===== config.mk =====
export PLATFORM = sky130hd
export DESIGN_NAME = fpu_addsub_sched
export DESIGN_NICKNAME = d
export VERILOG_FILES = /design/src/rtl/fpu_addsub_sched_pkg.sv /design/src/rtl/fpu_addsub_sched_resp_fifo.sv /design/src/rtl/fpu_addsub_sched.sv
export SDC_FILE = /design/constraint.sdc
export NUM_CORES = 1
export LEC_CHECK = 0
export ABC_AREA = 1
export BUFFER_PORTS_ARGS = -buffer_cell sky130_fd_sc_hd__buf_2
export CAP_MARGIN = 25
export CORE_MARGIN = 5
export CORE_UTILIZATION = 29
export DETAILED_ROUTE_END_ITERATION = 7
export GPL_ROUTABILITY_DRIVEN = 0
export GPL_TIMING_DRIVEN = 0
export SLEW_MARGIN = 0
export SYNTH_ARGS = -nofsm -noshare
export SYNTH_HDL_FRONTEND = slang
export SYNTH_HIERARCHICAL = 1
export SYNTH_SLANG_ARGS = --single-unit

===== constraint.sdc =====
create_clock -name clk -period 3.8 [get_ports clk]
set_clock_uncertainty 0.1 [all_clocks]
set_input_delay 0.38 -clock clk [delete_from_list [all_inputs] [get_ports clk]]
set_output_delay 0.38 -clock clk [all_outputs]
set_load 0.05 [all_outputs]

===== src/rtl/fpu_addsub_sched_pkg.sv =====
// Shared FPU package: datapath sizing, operation encoding and the
// requester-tag type carried alongside the add/sub core pipeline.
package fpu_addsub_sched_pkg;

  localparam int FPU_WIDTH = 32;  // operand / result width
  localparam int FPU_LAT   = 5;   // add/sub core pipeline latency
  localparam int FPU_DEPTH = 4;   // response FIFO depth == credit limit

  // operation_select encoding shared with the add/sub core
  localparam logic OP_ADD = 1'b0;
  localparam logic OP_SUB = 1'b1;

  // requester identifiers, also the last-grant pointer values
  localparam logic REQ0 = 1'b0;
  localparam logic REQ1 = 1'b1;

  // One slot of the tag shift register that tracks core results
  typedef struct packed {
    logic valid;
    logic id;
  } tag_t;

  // Round-robin between two requesters: a lone eligible requester wins,
  // a tie goes to the requester that was not granted last.
  function automatic logic [1:0] rr_grant(input logic [1:0] elig,
                                          input logic       last);
    logic [1:0] g;
    g = elig;
    if (elig == 2'b11) begin
      g = (last == REQ1) ? 2'b01 : 2'b10;
    end
    return g;
  endfunction

endpackage


===== src/rtl/fpu_addsub_sched_resp_fifo.sv =====
// First-word-fall-through response FIFO. The head entry is presented on
// rd_data whenever rd_valid is high and is removed by rd_en. Overflow is
// prevented upstream by the credit scheme, so no full flag is exported.
module resp_fifo #(
  parameter int WIDTH = 32,
  parameter int DEPTH = 4
) (
  input  logic             clk,
  input  logic             arst_n,
  input  logic             wr_en,
  input  logic [WIDTH-1:0] wr_data,
  input  logic             rd_en,
  output logic             rd_valid,
  output logic [WIDTH-1:0] rd_data
);

  localparam int PW = (DEPTH > 1) ? $clog2(DEPTH) : 1;
  localparam int CW = $clog2(DEPTH + 1);

  logic [WIDTH-1:0] mem [DEPTH];
  logic [PW-1:0]    wr_ptr;
  logic [PW-1:0]    rd_ptr;
  logic [CW-1:0]    count;

  // Storage array write port.
  // NOTE: the data array carries no reset; validity is tracked by count, so
  // resetting storage would only add reset fan-out for no functional gain.
  always_ff @(posedge clk) begin
    if (wr_en) begin
      mem[wr_ptr] <= wr_data;
    end
  end

  // Pointer and occupancy bookkeeping; write and pop may occur together.
  // NOTE: sequential state uses non-blocking assignments so every register
  // samples pre-edge values regardless of statement order.
  always_ff @(posedge clk or negedge arst_n) begin
    if (!arst_n) begin
      wr_ptr <= '0;
      rd_ptr <= '0;
      count  <= '0;
    end else begin
      if (wr_en) begin
        wr_ptr <= (wr_ptr == PW'(DEPTH - 1)) ? '0 : wr_ptr + 1'b1;
      end
      if (rd_en) begin
        rd_ptr <= (rd_ptr == PW'(DEPTH - 1)) ? '0 : rd_ptr + 1'b1;
      end
      case ({wr_en, rd_en})
        2'b10:   count <= count + 1'b1;
        2'b01:   count <= count - 1'b1;
        default: count <= count;
      endcase
    end
  end

  assign rd_valid = (count != '0);
  assign rd_data  = mem[rd_ptr];

endmodule


===== src/rtl/fpu_addsub_sched.sv =====
// Two-requester scheduler in front of a pipelined floating-point add/sub
// core. Requests are arbitrated round-robin under per-requester credits,
// issued to the core through registered operands, and the results are
// steered back to per-requester FWFT FIFOs by a tag shift register that
// runs alongside the core pipeline.
module fpu_addsub_sched
  import fpu_addsub_sched_pkg::*;
#(
  parameter int WIDTH = FPU_WIDTH,
  parameter int LAT   = FPU_LAT,
  parameter int DEPTH = FPU_DEPTH
) (
  input  logic             clk,
  input  logic             arst_n,
  // requester 0
  input  logic             rq0_valid,
  output logic             rq0_ready,
  input  logic [WIDTH-1:0] rq0_a,
  input  logic [WIDTH-1:0] rq0_b,
  input  logic             rq0_op,
  // requester 1
  input  logic             rq1_valid,
  output logic             rq1_ready,
  input  logic [WIDTH-1:0] rq1_a,
  input  logic [WIDTH-1:0] rq1_b,
  input  logic             rq1_op,
  // add/sub core
  output logic [WIDTH-1:0] core_a,
  output logic [WIDTH-1:0] core_b,
  output logic             core_op,
  input  logic [WIDTH-1:0] core_r,
  // responses
  output logic             rs0_valid,
  input  logic             rs0_ready,
  output logic [WIDTH-1:0] rs0_data,
  output logic             rs1_valid,
  input  logic             rs1_ready,
  output logic [WIDTH-1:0] rs1_data,
  output logic             busy
);

  localparam int CW = $clog2(DEPTH + 1);

  logic [CW-1:0]        credit0;
  logic [CW-1:0]        credit1;
  logic                 elig0;
  logic                 elig1;
  logic [1:0]           grant;
  logic                 last_grant;
  logic                 acc0;
  logic                 acc1;
  logic                 pop0;
  logic                 pop1;
  tag_t                 issue;
  tag_t [LAT-1:0]       tag_sr;
  logic                 wr0;
  logic                 wr1;

  // A requester may only be granted while it still holds a free credit,
  // which guarantees space in its FIFO when the result emerges.
  assign elig0 = rq0_valid && (credit0 < CW'(DEPTH));
  assign elig1 = rq1_valid && (credit1 < CW'(DEPTH));
  assign grant = rr_grant({elig1, elig0}, last_grant);

  // Ready is gated by reset so nothing is offered while reset is asserted.
  assign rq0_ready = grant[0] & arst_n;
  assign rq1_ready = grant[1] & arst_n;
  assign acc0      = rq0_ready;
  assign acc1      = rq1_ready;

  assign pop0 = rs0_valid & rs0_ready;
  assign pop1 = rs1_valid & rs1_ready;

  // Issue register: granted operands to the core, zero bubble otherwise.
  always_ff @(posedge clk or negedge arst_n) begin
    if (!arst_n) begin
      core_a  <= '0;
      core_b  <= '0;
      core_op <= OP_ADD;
      issue   <= '0;
    end else if (acc0) begin
      core_a  <= rq0_a;
      core_b  <= rq0_b;
      core_op <= rq0_op;
      issue   <= '{valid: 1'b1, id: REQ0};
    end else if (acc1) begin
      core_a  <= rq1_a;
      core_b  <= rq1_b;
      core_op <= rq1_op;
      issue   <= '{valid: 1'b1, id: REQ1};
    end else begin
      core_a  <= '0;
      core_b  <= '0;
      core_op <= OP_ADD;
      issue   <= '0;
    end
  end

  // Last-grant pointer; starts at requester 1 so requester 0 wins the
  // first tie, and holds its value on cycles without a grant.
  always_ff @(posedge clk or negedge arst_n) begin
    if (!arst_n) begin
      last_grant <= REQ1;
    end else if (acc0) begin
      last_grant <= REQ0;
    end else if (acc1) begin
      last_grant <= REQ1;
    end
  end

  // Tag shift register mirroring the core pipeline: its last stage lines
  // up with the core_r produced for the operands issued LAT cycles earlier.
  always_ff @(posedge clk or negedge arst_n) begin
    if (!arst_n) begin
      tag_sr <= '0;
    end else begin
      tag_sr <= {tag_sr[LAT-2:0], issue};
    end
  end

  assign wr0 = tag_sr[LAT-1].valid && (tag_sr[LAT-1].id == REQ0);
  assign wr1 = tag_sr[LAT-1].valid && (tag_sr[LAT-1].id == REQ1);

  // Credits count in-flight plus buffered operations per requester.
  always_ff @(posedge clk or negedge arst_n) begin
    if (!arst_n) begin
      credit0 <= '0;
      credit1 <= '0;
    end else begin
      case ({acc0, pop0})
        2'b10:   credit0 <= credit0 + 1'b1;
        2'b01:   credit0 <= credit0 - 1'b1;
        default: credit0 <= credit0;
      endcase
      case ({acc1, pop1})
        2'b10:   credit1 <= credit1 + 1'b1;
        2'b01:   credit1 <= credit1 - 1'b1;
        default: credit1 <= credit1;
      endcase
    end
  end

  // Any outstanding credit means work is in flight or waiting to be read.
  assign busy = (credit0 != '0) || (credit1 != '0);

  resp_fifo #(.WIDTH(WIDTH), .DEPTH(DEPTH)) u_fifo0 (
    .clk      (clk),
    .arst_n   (arst_n),
    .wr_en    (wr0),
    .wr_data  (core_r),
    .rd_en    (pop0),
    .rd_valid (rs0_valid),
    .rd_data  (rs0_data)
  );

  resp_fifo #(.WIDTH(WIDTH), .DEPTH(DEPTH)) u_fifo1 (
    .clk      (clk),
    .arst_n   (arst_n),
    .wr_en    (wr1),
    .wr_data  (core_r),
    .rd_en    (pop1),
    .rd_valid (rs1_valid),
    .rd_data  (rs1_data)
  );

endmodule


Word level (Yosys, flattened, before mapping)
Memories as Yosys holds them, arrays and structs flattened.
Cells that the tools add are included.
{"block": "word_totals", "ff_bits": 98, "ramBits": 256, "input_bits": 168, "out_inout_bits": 134, "elab_cells": 96, "mem_count": 2}
{"name": "u_fifo0.mem", "words": 4, "width": 32, "rd": 1, "rd_clocked_by_memory_dff": 0, "wr": 1, "line": "fpu_addsub_sched_resp_fifo.sv:20", "source": "logic [WIDTH-1:0] mem [DEPTH];"}
{"name": "u_fifo1.mem", "words": 4, "width": 32, "rd": 1, "rd_clocked_by_memory_dff": 0, "wr": 1, "line": "fpu_addsub_sched_resp_fifo.sv:20"}
{"block": "classes", "addsub": 12, "magnitude_cmp": 2, "eq_ne": 13, "n_mux": 24, "bitwise": 5, "reduce_logical": 14}
{"cell": "32-bit two-way mux", "count": 4}
{"cell": "3-bit case mux with 2 select lines", "count": 4}
{"cell": "2-bit == test (second input constant)", "count": 9}
{"cell": "2-bit two-way mux", "count": 8}
{"cell": "3-bit by 1-bit adder with 3-bit output (second input constant)", "count": 4}
{"cell": "3-bit nonzero test", "count": 4}
{"cell": "3-bit by 1-bit subtractor with 3-bit output (second input constant)", "count": 4}
{"cell": "2-bit nonzero test", "count": 5}
{"cell": "2-bit by 1-bit adder with 2-bit output (second input constant)", "count": 4}
{"cell": "2-bit by 1-bit == test with 1-bit output (second input constant)", "count": 4}
{"cell": "1-bit two-way mux", "count": 8}
{"cell": "3-bit < comparator (second input constant)", "count": 2}
{"cell": "1-bit AND", "count": 4}
{"cell": "1-bit logical AND", "count": 4}
{"cell": "1-bit logical OR", "count": 1}
{"cell": "1-bit inverter", "count": 1}

Logic depth before layout (Yosys ltp)
Gate-level depths: netlist of the first run.
{"block": "logic_depth", "word_depth": 7, "ltp_mapped": 12}

Modules after synthesis
Netlist of the first run, hierarchy kept.
{"mod": "resp_fifo (u_fifo0)", "n_inst": 1, "cells_each": 490, "area_each_um2": 5581.6, "seq_area_each_um2": 4018.9}
{"mod": "resp_fifo (u_fifo1)", "n_inst": 1, "cells_each": 427, "area_each_um2": 5562.8, "seq_area_each_um2": 4018.9}
{"mod": "fpu_addsub_sched", "n_inst": 1, "cells_each": 370, "area_each_um2": 3502.1, "seq_area_each_um2": 2103.3}

Worst setup path before layout of the first run
OpenSTA, ideal clock, no wires.
{"block": "synth_timing", "path_kind": "register to register", "from": "register u_fifo1.count[0]", "to": "register credit1[2]", "setup_time_ns": 0.117, "arrival_time_ns": 2.015, "t_required_ns": 3.583, "setup_slack_ns": 1.569, "stages_incl_launch_ff": 11, "period_less_slack_ns": 2.231, "path_cell_list": "dfrtp_1 > inv_1 > nand3_1 > nand2_1 > inv_1 > ha_1 > fa_1 > nand2_1 > nand3_1 > nand2_1 > nand2_1"}
{"block": "synth_between", "elab_chain_len": 4, "word_cells_on_any_way": 6}
{"element": "start, declared", "line": "fpu_addsub_sched_resp_fifo.sv:23", "source": "logic [CW-1:0] count;"}
{"element": "start signal, assigned", "line": "fpu_addsub_sched_resp_fifo.sv:50", "source": "2'b10: count <= count + 1'b1;"}
{"element": "start signal, assigned", "line": "fpu_addsub_sched_resp_fifo.sv:51", "source": "2'b01: count <= count - 1'b1;"}
{"element": "start signal, assigned", "line": "fpu_addsub_sched_resp_fifo.sv:52", "source": "default: count <= count;"}
{"element": "3-bit nonzero test *", "line": "fpu_addsub_sched_resp_fifo.sv:57", "source": "assign rd_valid = (count != '0);"}
{"element": "via rs1_valid", "line": "fpu_addsub_sched.sv:36", "source": "output logic rs1_valid,"}
{"element": "1-bit AND *", "line": "fpu_addsub_sched.sv:72", "source": "assign pop1 = rs1_valid & rs1_ready;"}
{"element": "via pop1", "line": "fpu_addsub_sched.sv:53", "source": "logic pop1;"}
{"element": "2-bit by 1-bit == test with 1-bit output / 2-bit == test (equally long branches)", "line": "fpu_addsub_sched.sv:135", "source": "case ({acc1, pop1})"}
{"element": "3-bit case mux with 2 select lines / 2-bit nonzero test (equally long branches)"}
{"element": "end signal, assigned", "line": "fpu_addsub_sched.sv:136", "source": "2'b10: credit1 <= credit1 + 1'b1;"}
{"element": "end signal, assigned", "line": "fpu_addsub_sched.sv:137", "source": "2'b01: credit1 <= credit1 - 1'b1;"}
{"element": "end signal, assigned", "line": "fpu_addsub_sched.sv:138", "source": "default: credit1 <= credit1;"}
{"element": "end, declared", "line": "fpu_addsub_sched.sv:45", "source": "logic [CW-1:0] credit1;"}
Mark *: on every way through the listed nets, which the timed path passes. The rest lies on a longest branch.
A chain may end at the register's enable or synchronous reset.

Worst setup path in the final report of the first run
{"block": "layout_timing", "from": "input arst_n", "to": "output rq1_ready"}
{"block": "layout_between", "elab_chain_len": 1}
{"element": "start, declared", "line": "fpu_addsub_sched.sv:14", "source": "input logic arst_n,"}
{"element": "1-bit AND", "line": "fpu_addsub_sched.sv:67", "source": "assign rq1_ready = grant[1] & arst_n;"}
{"element": "end, declared", "line": "fpu_addsub_sched.sv:23", "source": "output logic rq1_ready,"}
No other way between the ends.

==> reports/metrics.cfg, run 1 <==
[floorplan]
core_um2 = 50070
dieArea_um2 = 55100
die_w_um = 234.7
io_pins = 302
rows = 82
start_util_pct = 29.25
die-height_um = 234.7

[detailed_routing]
top_layer = met5
met3WireLength_um = 3192
initialDrtViolationCount = 467
drt-met1-wl_um = 16290
vias_per_cell = 4.484
detail_route.wl_per_cell_um = 17.51
num_vias = 11120
drt.antenna.violating_nets = 0
drc = 0
first_pass_iters = 5
wirelength_um = 43420
wl_met2_um = 21870

[global_route]
grt.overflow.total = 0
antenna_found_initial = 6
grt_max_degree = 58
track_usage_pct = 15.52
grt_pass1_wl_um = 67560
grt_pass1_vias = 11870

[timing]
tightestPinTransition_ns = 0.8842
period_minus_slack_ns = 3.217
relSlewSlack_pct = 41.06
setup_tns_ns = 0
rsz0062_at_grt = no
finalCritPeriodShare_pct = 84.66
setup_viol = 0
fmax_mhz = 310.8
maxSlewViolCount = 0
hold_viol = 0
whs_ns = 0.02924
setup_ws_ns = 0.5829

[placement]
dpl.cell_count = 2261
place_ws_ns = 0.7052
port_buffers = 301
dp_hpwl_um = 30120

[final_layout]
area_growth_pct = 34.48
fin_nets = 1962
final_cell_mix = 341 x nand2_1, 334 x buf_2, 256 x edfxtp_1, 162 x inv_1, 144 x dlygate4sd3_1
mostFrequentLayoutCell = nand2_1
final_cells = 2479
drive_gt1_share_pct = 24.11

[run]
cap_violations = 0

[yosys]
syn_area_um2 = 14650
ys.warnings.count = 6
syn_area_per_cell_um2 = 11.38
ys_ff_latch = 354
synth_cells = 1287
ys_seq_area_share_pct = 69.24
synth_cell_type_count = 23
syn_nets = 1473

[clock_tree]
cts_tree = yes
insertion_delay_ns = 0.56
cts_buffer_depth = 3
clk_pin_slew_ns = 0.06
htreeDepth = 2
numCtsBuffers = 41
root_buffer = clkbuf_16
post_cts_buffers = 0
cts_sinks = 354

[setup_path]
crit_type = in -> out
arrival_ns = 2.74
worst_ep_required_time_ns = 3.32
cp-start-kind = primary input
worstPathMaxFanout = 57
end_kind = output pin

[outcome]
status = completed

[pwr]
p_leak_nw = 9.108
power_density_nw_per_um2 = 763.5
peakVddDrop_v = 0.0003665

[worst_hold_path]
hp-class = in -> reg

## critical path, cell delays in order
cell and delay [ns]:
dlygate4sd3_1 0.52, buf_4 0.49, buf_16 0.34, nand3_1 0.16, inv_2 0.10, buf_4 0.20, nand2_1 0.16, inv_1 0.10
buf_2 0.26
## flip-flops by register name, summed over array words and instances, names as in the netlist, 3 cells and up
signal,flops
core_a,32
credit1,3
tag_sr,10
core_b,32
u_fifo0/mem,128
credit0,3
u_fifo0/count,3
u_fifo1/mem,128
u_fifo1/count,3
## cell type report
class | count | area (um^2)
fillers | 4792 | 30370
flip-flops and latches | 354 | 10140
multi-input cells | 687 | 3358
repair buffers | 446 | 2978
clock buffers | 54 | 1106
well taps | 672 | 840.8
inverters | 174 | 653.1
plain buffers | 72 | 494.2
clock inverters | 17 | 117.6
diodes | 3 | 7.507
## through the flow
| stage | instance area (um^2) | utilization [%] | total power, mW |
|---|---|---|---|
| after floorplan | 14650 | - | 9.420 |
| after global placement | 16990 | 33.94 | 11.27 |
| after detailed placement | 17020 | 34.00 | 11.36 |
| after CTS | 19680 | 39.30 | 15.24 |
| after global routing | 19700 | 39.34 | 15.88 |
| final | 19700 | 39.34 | 15.04 |
## repair_timing
item,in CTS,in global routing
hold buffers,143,1
endpoints found under the hold margin,290,8
resized for setup,0,0
## cells by family after synthesis
family                   synth area share (%)
AO/OA/AOI/OAI                           5.262
XOR/XNOR                               0.2392
adder cells (fa/ha/maj)                 1.743
buffers and inverters                   7.834
flip-flops                              69.24
AND/OR/NAND/NOR                         15.68
## routing by layer
| metal | track usage, % | vias to the layer above |
|---|---|---|
| met3 | 4.515 | 113 |
| met1 | 17.25 | 5283 |
| met2 | 27.57 | 441 |
| met4 | 6.937 | 2 |
| li1 | - | 5276 |
| met5 | 0 | - |
## worst paths after layout
path                            cells after the start              startpoint                     endpoint  slack, ns
worst max-delay path                                9                  arst_n                    rq1_ready       0.58
min in group asynchronous                           2                  arst_n         core_a[15]$_DFF_PN0_       0.26
worst min register to register                      0     tag_sr[2]$_DFF_PN0_          tag_sr[4]$_DFF_PN0_       0.24
max in group asynchronous                           3                  arst_n       last_grant$_DFFE_PN1P_       2.62
worst min-delay path                                1               core_r[2]  u_fifo0/mem[3][2]$_DFFE_PP_       0.03
worst max register to register                     11  credit0[2]$_DFFE_PN0P_       credit0[2]$_DFFE_PN0P_       1.54
## synthesized netlist by cell type
| library cell | instances | area, um^2 |
|---|---|---|
| nor2_2 | 1 | 6.260 |
| buf_4 | 10 | 75.07 |
| inv_1 | 170 | 638.1 |
| edfxtp_1 | 256 | 7687 |
| ha_1 | 14 | 175.2 |
| buf_6 | 19 | 214.0 |
| nor3_1 | 2 | 10.01 |
| nand3_2 | 2 | 20.02 |
| o211ai_1 | 96 | 720.7 |
| clkbuf_2 | 1 | 5.000 |
| nand2_1 | 341 | 1280 |
| clkbuf_1 | 8 | 30.03 |
| xnor2_1 | 4 | 35.03 |
| dfrtp_1 | 97 | 2427 |
| buf_2 | 34 | 170.2 |
| nand4_1 | 4 | 25.02 |
| o21ai_0 | 8 | 40.04 |
| nor2_1 | 72 | 270.3 |
| dfstp_2 | 1 | 26.28 |
| a21oi_1 | 2 | 10.01 |
| fa_1 | 4 | 80.08 |
| nand3_1 | 137 | 685.7 |
| inv_2 | 4 | 15.01 |
## report_power, final
part	total [mW]	internal, mW	switching [mW]	leakage [nW]
sequential	4.84	4.66	0.183	3.60
combinational	6.59	1.71	4.88	4.92
clock	3.61	2.06	1.55	0.586
total	15.0	8.42	6.62	9.11
Power figures use the tool's default switching activity.
==> run 2: changes to the inputs <==
--- a/config.mk
+++ b/config.mk
@@ -5,7 +5,7 @@
 export SDC_FILE = /design/constraint.sdc
 export NUM_CORES = 1
 export LEC_CHECK = 0
-export ABC_AREA = 1
+export ABC_AREA = 0
 export BUFFER_PORTS_ARGS = -buffer_cell sky130_fd_sc_hd__buf_2
 export CAP_MARGIN = 25
 export CORE_MARGIN = 5
==> constraint.sdc (replaced) <==
create_clock -name clk -period 3 [get_ports clk]
set_clock_uncertainty 0.1 [all_clocks]
set_input_delay 0.3 -clock clk [delete_from_list [all_inputs] [get_ports clk]]
set_output_delay 0.3 -clock clk [all_outputs]
set_load 0.05 [all_outputs]
==> run 2 against run 1 <==
  * Die area down 9.6%
  * Worst hold slack gained 0.067 ns
  * Non-clock buffer count is 12 lower
  * Critical path type is now reg -> out
  * Via count down 28%
  * Flip-flop and latch count unchanged
  * Register-to-register slack got worse by 1.0 ns
  * Sequential share of layout area is 3.0 points higher
  * Wire length is 15% lower
  * Largest cell class unchanged
  * Worst setup slack lost 0.32 ns
==> reports/metrics.cfg, run 2 <==
[outcome]
status = completed

[pwr]
p_sw_share_pct = 36.77  ; -7.2 points
power_density_nw_per_um2 = 933.2  ; +22%
seq_power_share_pct = 35.0  ; +2.8 points
p_total_mw = 17.37  ; +15%
p_sw_mw = 6.386  ; -3.5%
p_int_mw = 10.98  ; +30%
p_leak_nw = 7.571  ; -17%
clockPowerShare_pct = 27.6  ; +3.6 points
peakVddDrop_v = 0.0004704  ; +28%
power_frac_comb_pct = 37.3  ; -6.5 points

[placement]
dpl.cell_count = 1515  ; -33%
port_buffers = 301  ; unchanged
dp_hpwl_um = 24150  ; -20%
place_ws_ns = -0.1126  ; -0.8178 ns
place_area_um2 = 15630  ; -8.2%

[yosys]
synth_compound_area_share_pct = 4.550  ; -0.71 points
synth_cell_type_count = 30  ; +30%
synth_area_leaders = edfxtp_1 58%, dfrtp_1 18%, mux4_2 9.6%
synthMuxAreaShare_pct = 11.77  ; +12 points
synth.top_cell.area_share_pct = 58.36  ; +5.9 points
synthXorXnorAreaFrac_pct = 0.7979  ; +0.56 points
ys_ff_latch = 354  ; unchanged
synth.top_cells.by_count = 256 x edfxtp_1, 97 x dfrtp_1, 65 x a22o_1
synth-async-reset-ratio_pct = 27.68  ; unchanged
synthAdderAreaFrac_pct = 1.938  ; +0.19 points
syn_nets = 791  ; -46%
synth_top_family_by_area = multiplexers
ys.warnings.count = 6  ; unchanged
synth.most_common_cell = edfxtp_1
synth_cells = 605  ; -53%
syn_area_um2 = 13170  ; -10%
yosysTopAreaCell = edfxtp_1
syn_area_per_cell_um2 = 21.77  ; +91%
ys_seq_area_share_pct = 76.99  ; +7.7 points
synth_flop_cell = edfxtp_1
synthSimpleGateAreaFrac_pct = 1.567  ; -14 points
synth_edf_count = 256  ; unchanged

[detailed_routing]
wirelength_um = 36970  ; -15%
first_pass_iters = 4  ; -1
detail_route.wl_per_cell_um = 21.00  ; +20%
vias_per_cell = 4.524  ; +0.91%
drc = 0  ; unchanged
num_vias = 7963  ; -28%
drt.antenna.violating_nets = 0  ; unchanged
initialDrtViolationCount = 363  ; -22%

[setup_path]
path_common_cell = buf_2
crit_type = reg -> out
worstPathMaxFanout = 10  ; -82%
end_kind = output pin
cp_top_family = buffers and inverters
cp_slowest_cell = mux4_2
crit_chain = clkbuf_1 -> buf_2 -> mux4_2 -> buf_2
arrival_ns = 2.34  ; -0.40 ns
max_stage_delay_ns = 0.43  ; -0.09 ns
cp-start-kind = register
worst_ep_required_time_ns = 2.60  ; -0.72 ns
cp.buffers_inverters = 3  ; -4

[global_route]
grt.overflow.total = 0  ; unchanged
antenna_found_initial = 11  ; +5
grt_pass1_wl_um = 54700  ; -19%
grt_max_degree = 58  ; unchanged
grt_pass1_vias = 8889  ; -25%
track_usage_pct = 14.51  ; -1.0 points

[floorplan]
rows = 78  ; -4.9%
start_util_pct = 29.15  ; -0.10 points
die_w_um = 223.1  ; -4.9%
dieArea_um2 = 49780  ; -9.6%
die-height_um = 223.1  ; -4.9%
io_pins = 302  ; unchanged
core_um2 = 45190  ; -9.8%

[clock_tree]
htreeDepth = 2  ; unchanged
cts_buffer_depth = 3  ; unchanged
clk_pin_slew_ns = 0.06  ; about the same
cts_sinks = 354  ; unchanged
insertion_delay_ns = 0.54  ; -0.02 ns
cts_tree = yes
ctsResizeCount = 0  ; unchanged
root_buffer = clkbuf_16
numCtsBuffers = 39  ; -4.9%

[timing]
rsz0062_at_grt = no
period_minus_slack_ns = 2.740
setup_ws_ns = 0.2602  ; -0.3228 ns
hold_viol = 0  ; unchanged
maxSlewViolCount = 0  ; unchanged
finalCritPeriodShare_pct = 91.33
setup_tns_ns = 0  ; unchanged
whs_ns = 0.09575  ; +0.06651 ns
setup_viol = 0  ; unchanged
tightestPinTransition_ns = 0.5570  ; -0.3271 ns
fmax_mhz = 365.0
relSlewSlack_pct = 62.87  ; +22 points

[final_layout]
fin_nets = 1307  ; -33%
final_cells = 1760  ; -29%
mostFrequentLayoutCell = buf_2
drive_gt1_share_pct = 40.31  ; +16 points
area_growth_pct = 41.28
final_util_pct = 41.19  ; +1.8 points
final_cell_mix = 312 x buf_2, 256 x edfxtp_1, 164 x dlygate4sd3_1, 97 x dfrtp_1, 65 x a22o_1
reg.largest.list = u_fifo0/mem (128), u_fifo1/mem (128)
nFillCells = 3988  ; -17%
seq_area_um2 = 10140  ; unchanged
finalInstanceArea_um2 = 18610  ; -5.5%
multi_input_area_um2 = 2726  ; -19%

[worst_hold_path]
hp-class = in -> reg

[run]
cap_violations = 0  ; unchanged

## run 2: cell count changes in the layout (fill, tap and decap cells not counted), moves of 10 or more
cell,before,now
nand2_1,341,5
inv_1,162,10
nand3_1,137,0
o211ai_1,96,0
a22o_1,0,65
nor2_1,72,8
mux4_2,0,56
buf_2,334,312
dlygate4sd3_1,144,164
buf_12,0,14
buf_6,19,6
inv_2,12,1
buf_4,11,1
## run 2: path summary, 6_finish.rpt
kind	startpoint	endpoint	slack [ns]	cells past startpoint
max in group asynchronous	arst_n	last_grant$_DFFE_PN1P_	2.27	3
min in group asynchronous	arst_n	core_a[8]$_DFF_PN0_	0.22	3
worst min-delay path	rq1_valid	issue[0]$_DFF_PN0_	0.1	3
worst max register to register	credit1[2]$_DFFE_PN0P_	credit1[2]$_DFFE_PN0P_	0.54	10
worst max-delay path	u_fifo0/rd_ptr[1]$_DFFE_PN0P_	rs0_data[24]	0.26	4
worst min register to register	tag_sr[6]$_DFF_PN0_	tag_sr[8]$_DFF_PN0_	0.24	0
## run 2: repair_timing
action / 4_1_cts / 5_1_grt
buffers inserted: 0 / 0
hold buffers: 165 / 0
hold endpoints to repair: 367 / 0
## run 2: worst reg2reg max path: cells and delay by family, from the launching register on
family / cells / cell delay (ns)
flops: 1 / 0.41
xor+xnor: 2 / 0.31
simple gates: 3 / 0.43
buf+inv: 3 / 0.49
fa+ha+maj: 2 / 0.60
## run 2: area by class of cell
cell class	count	share of cell area [%]
flip-flops and latches	354	54.49
well taps	600	4.034
diodes	9	0.1210
clock buffers	52	5.782
inverters	11	0.2219
repair buffers	475	18.09
plain buffers	31	1.472
multi-input cells	209	14.65
clock inverters	19	1.143
## run 2: power by group through the flow
stage	Combinational [mW]	Clock, mW	Sequential [mW]
floorplan	4.12	0	6.67
global placement	6.17	0	6.17
detailed placement	6.27	0	6.17
CTS	6.60	4.96	6.09
global route	6.89	5.16	6.14
finish	6.48	4.80	6.08
## run 2: kinds of logic after synthesis
| kind of cell | count (synthesis) |
|---|---|
| xor gates and xnor gates | 12 |
| adders and majority gates | 18 |
| AOI/OAI and AO/OA | 71 |
| and+or+nand+nor | 37 |
| muxes | 71 |
| buffers and inverters | 42 |
| DFF | 354 |
## run 2: layer usage
metal,track usage [%],vias to the layer above,part of all wire (%)
li1,-,3484,-
met1,16.17,4018,37
met4,7.688,2,5.9
met3,4.500,90,7.7
met5,0,-,0.035
met2,24.95,369,50
==> run 3: changes to the inputs <==
--- a/config.mk
+++ b/config.mk
@@ -8,6 +8,7 @@
 export ABC_AREA = 0
 export BUFFER_PORTS_ARGS = -buffer_cell sky130_fd_sc_hd__buf_2
 export CAP_MARGIN = 25
+export CORE_ASPECT_RATIO = 1.75
 export CORE_MARGIN = 5
 export CORE_UTILIZATION = 29
 export DETAILED_ROUTE_END_ITERATION = 7
==> run 3 against run 2 <==
  * Core utilization decreased by 0.42 points
  * Critical path type is now in -> reg
  * Global-route usage decreased by 0.53 points
  * Die area rose by 0.34%
  * Count of clock-buffer cells in the layout is 9 lower
  * Sequential power about the same
  * Flip-flop and latch count stayed put
  * First-iteration DRC count down 23%
  * Sequential share of layout area up 0.66 points
  * Combinational power about the same
  * Critical path depth is 8 higher
==> reports/metrics.cfg, run 3 (synthesized netlist as in run 2, its figures left out) <==
[final_layout]
final_util_pct = 40.77  ; -0.42 points
multi_input_area_um2 = 2726  ; unchanged
final_cell_mix = 312 x buf_2, 256 x edfxtp_1, 163 x dlygate4sd3_1, 97 x dfrtp_1, 65 x a22o_1
final_cells = 1720  ; -2.3%
reg.largest.list = u_fifo0/mem (128), u_fifo1/mem (128)
mostFrequentLayoutCell = buf_2
seq_area_um2 = 10140  ; unchanged
area_growth_pct = 39.59
nFillCells = 4028  ; +1.0%
finalInstanceArea_um2 = 18390  ; -1.2%
fin_nets = 1303  ; -0.31%
drive_gt1_share_pct = 40.23  ; -0.085 points

[floorplan]
start_util_pct = 29.20  ; +0.052 points
die_w_um = 171.1  ; -23%
die-height_um = 291.9  ; +31%
rows = 103  ; +32%
dieArea_um2 = 49950  ; +0.34%
core_um2 = 45110  ; -0.18%
io_pins = 302  ; unchanged

[global_route]
grt_pass1_wl_um = 53040  ; -3.0%
grt.overflow.total = 0  ; unchanged
grt_max_degree = 73  ; +26%
grt_pass1_vias = 8947  ; +0.65%
antenna_found_initial = 2  ; -9
track_usage_pct = 13.98  ; -0.53 points

[timing]
fmax_mhz = 363.4  ; -0.43%
whs_ns = 0.07004  ; -0.02572 ns
period_minus_slack_ns = 2.752  ; +0.01181 ns
rsz0062_at_grt = no
finalCritPeriodShare_pct = 91.72  ; +0.39 points
setup_viol = 0  ; unchanged
tightestPinTransition_ns = 0.5700  ; +0.01300 ns
setup_ws_ns = 0.2483  ; -0.01181 ns
setup_tns_ns = 0  ; unchanged
maxSlewViolCount = 0  ; unchanged
hold_viol = 0  ; unchanged
relSlewSlack_pct = 62.00  ; -0.87 points

[pwr]
p_total_mw = 16.82  ; -3.2%
power_density_nw_per_um2 = 914.7  ; -2.0%
peakVddDrop_v = 0.0005538  ; +18%
p_leak_nw = 7.480  ; -1.2%

[setup_path]
worstPathMaxFanout = 36  ; +26
arrival_ns = 3.10  ; +0.76 ns
crit_type = in -> reg
end_kind = register
worst_ep_required_time_ns = 3.35  ; +0.75 ns
cp-start-kind = primary input

[clock_tree]
htreeDepth = 2  ; unchanged
post_cts_buffers = 0  ; unchanged
clk_pin_slew_ns = 0.06  ; about the same
numCtsBuffers = 35  ; -10%
cts_tree = yes
ctsResizeCount = 0  ; unchanged
root_buffer = clkbuf_16
cts_sinks = 354  ; unchanged
insertion_delay_ns = 0.53  ; about the same
cts_buffer_depth = 3  ; unchanged

[detailed_routing]
drc = 0  ; unchanged
drt.antenna.violating_nets = 0  ; unchanged
initialDrtViolationCount = 278  ; -23%
vias_per_cell = 4.523  ; about the same
wirelength_um = 34650  ; -6.3%
first_pass_iters = 4  ; unchanged
detail_route.wl_per_cell_um = 20.15  ; -4.1%
num_vias = 7779  ; -2.3%

[placement]
dpl.cell_count = 1492  ; -1.5%
place_ws_ns = -0.2425  ; -0.1299 ns
place_area_um2 = 15600  ; -0.18%
dp_hpwl_um = 22720  ; -5.9%
port_buffers = 301  ; unchanged

[run]
cap_violations = 0  ; unchanged

[outcome]
status = completed

[worst_hold_path]
hp-class = in -> reg

## run 3: changes by cell type in the layout (fill, tap and decap cells not counted), sizes merged
cell,change
clkbuf,-8
diode,-7
clkinv,-3
clkinvlp,+3
bufinv,-2
dlygate4sd3,-1
inv,+1
## run 3: power breakdown
| group | total (mW) | internal, mW | leakage, nW | switching (mW) |
|---|---|---|---|---|
| Clock | 4.26 | 2.44 | 0.533 | 1.82 |
| Combinational | 6.47 | 2.25 | 3.35 | 4.22 |
| Sequential | 6.08 | 5.86 | 3.60 | 0.227 |
| Total | 16.8 | 10.5 | 7.48 | 6.27 |
## run 3: final timing paths
path,endpoint,from,slack [ns],cells past startpoint
max in group asynchronous,last_grant$_DFFE_PN1P_,arst_n,2.29,3
worst max-delay path,credit1[2]$_DFFE_PN0P_,arst_n,0.25,12
worst max register to register,credit1[2]$_DFFE_PN0P_,credit1[2]$_DFFE_PN0P_,0.36,10
min in group asynchronous,u_fifo1/wr_ptr[0]$_DFFE_PN0P_,arst_n,0.26,3
worst min-delay path,issue[0]$_DFF_PN0_,rq0_valid,0.07,3
worst min register to register,tag_sr[7]$_DFF_PN0_,tag_sr[5]$_DFF_PN0_,0.25,0
## run 3: critical path, stage by stage
cell           delay, ns
dlygate4sd3_1       0.52
buf_4               0.19
buf_16              0.21
and3_1              0.17
clkbuf_1            0.21
buf_2               0.31
inv_1               0.13
ha_1                0.24
fa_1                0.38
xnor2_1             0.13
nor2_1              0.12
xor2_1              0.15
## run 3: area by class of cell
type                    count  share of cell area [%]
diodes                      2                 0.02722
plain buffers              31                   1.490
clock buffers              43                   5.178
clock inverters            18                  0.8302
inverters                  11                  0.2246
multi-input cells         209                   14.83
flip-flops and latches    354                   55.15
well taps                 577                   3.926
repair buffers            475                   18.35
## run 3: layer usage
| layer | GRT usage [%] | routed length (um) | share of wire, % |
|---|---|---|---|
| met5 | 0 | 0 | 0 |
| met4 | 5.840 | 1423 | 4.1 |
| met2 | 25.43 | 18470 | 53 |
| met3 | 3.941 | 2658 | 7.7 |
| met1 | 14.99 | 12100 | 35 |
## run 3: what timing repair did
| item | 4_1_cts | 5_1_grt |
|---|---|---|
| endpoints found under the setup margin | 0 | 1 |
| endpoints found under the hold margin | 351 | 0 |
| hold buffers | 164 | 0 |
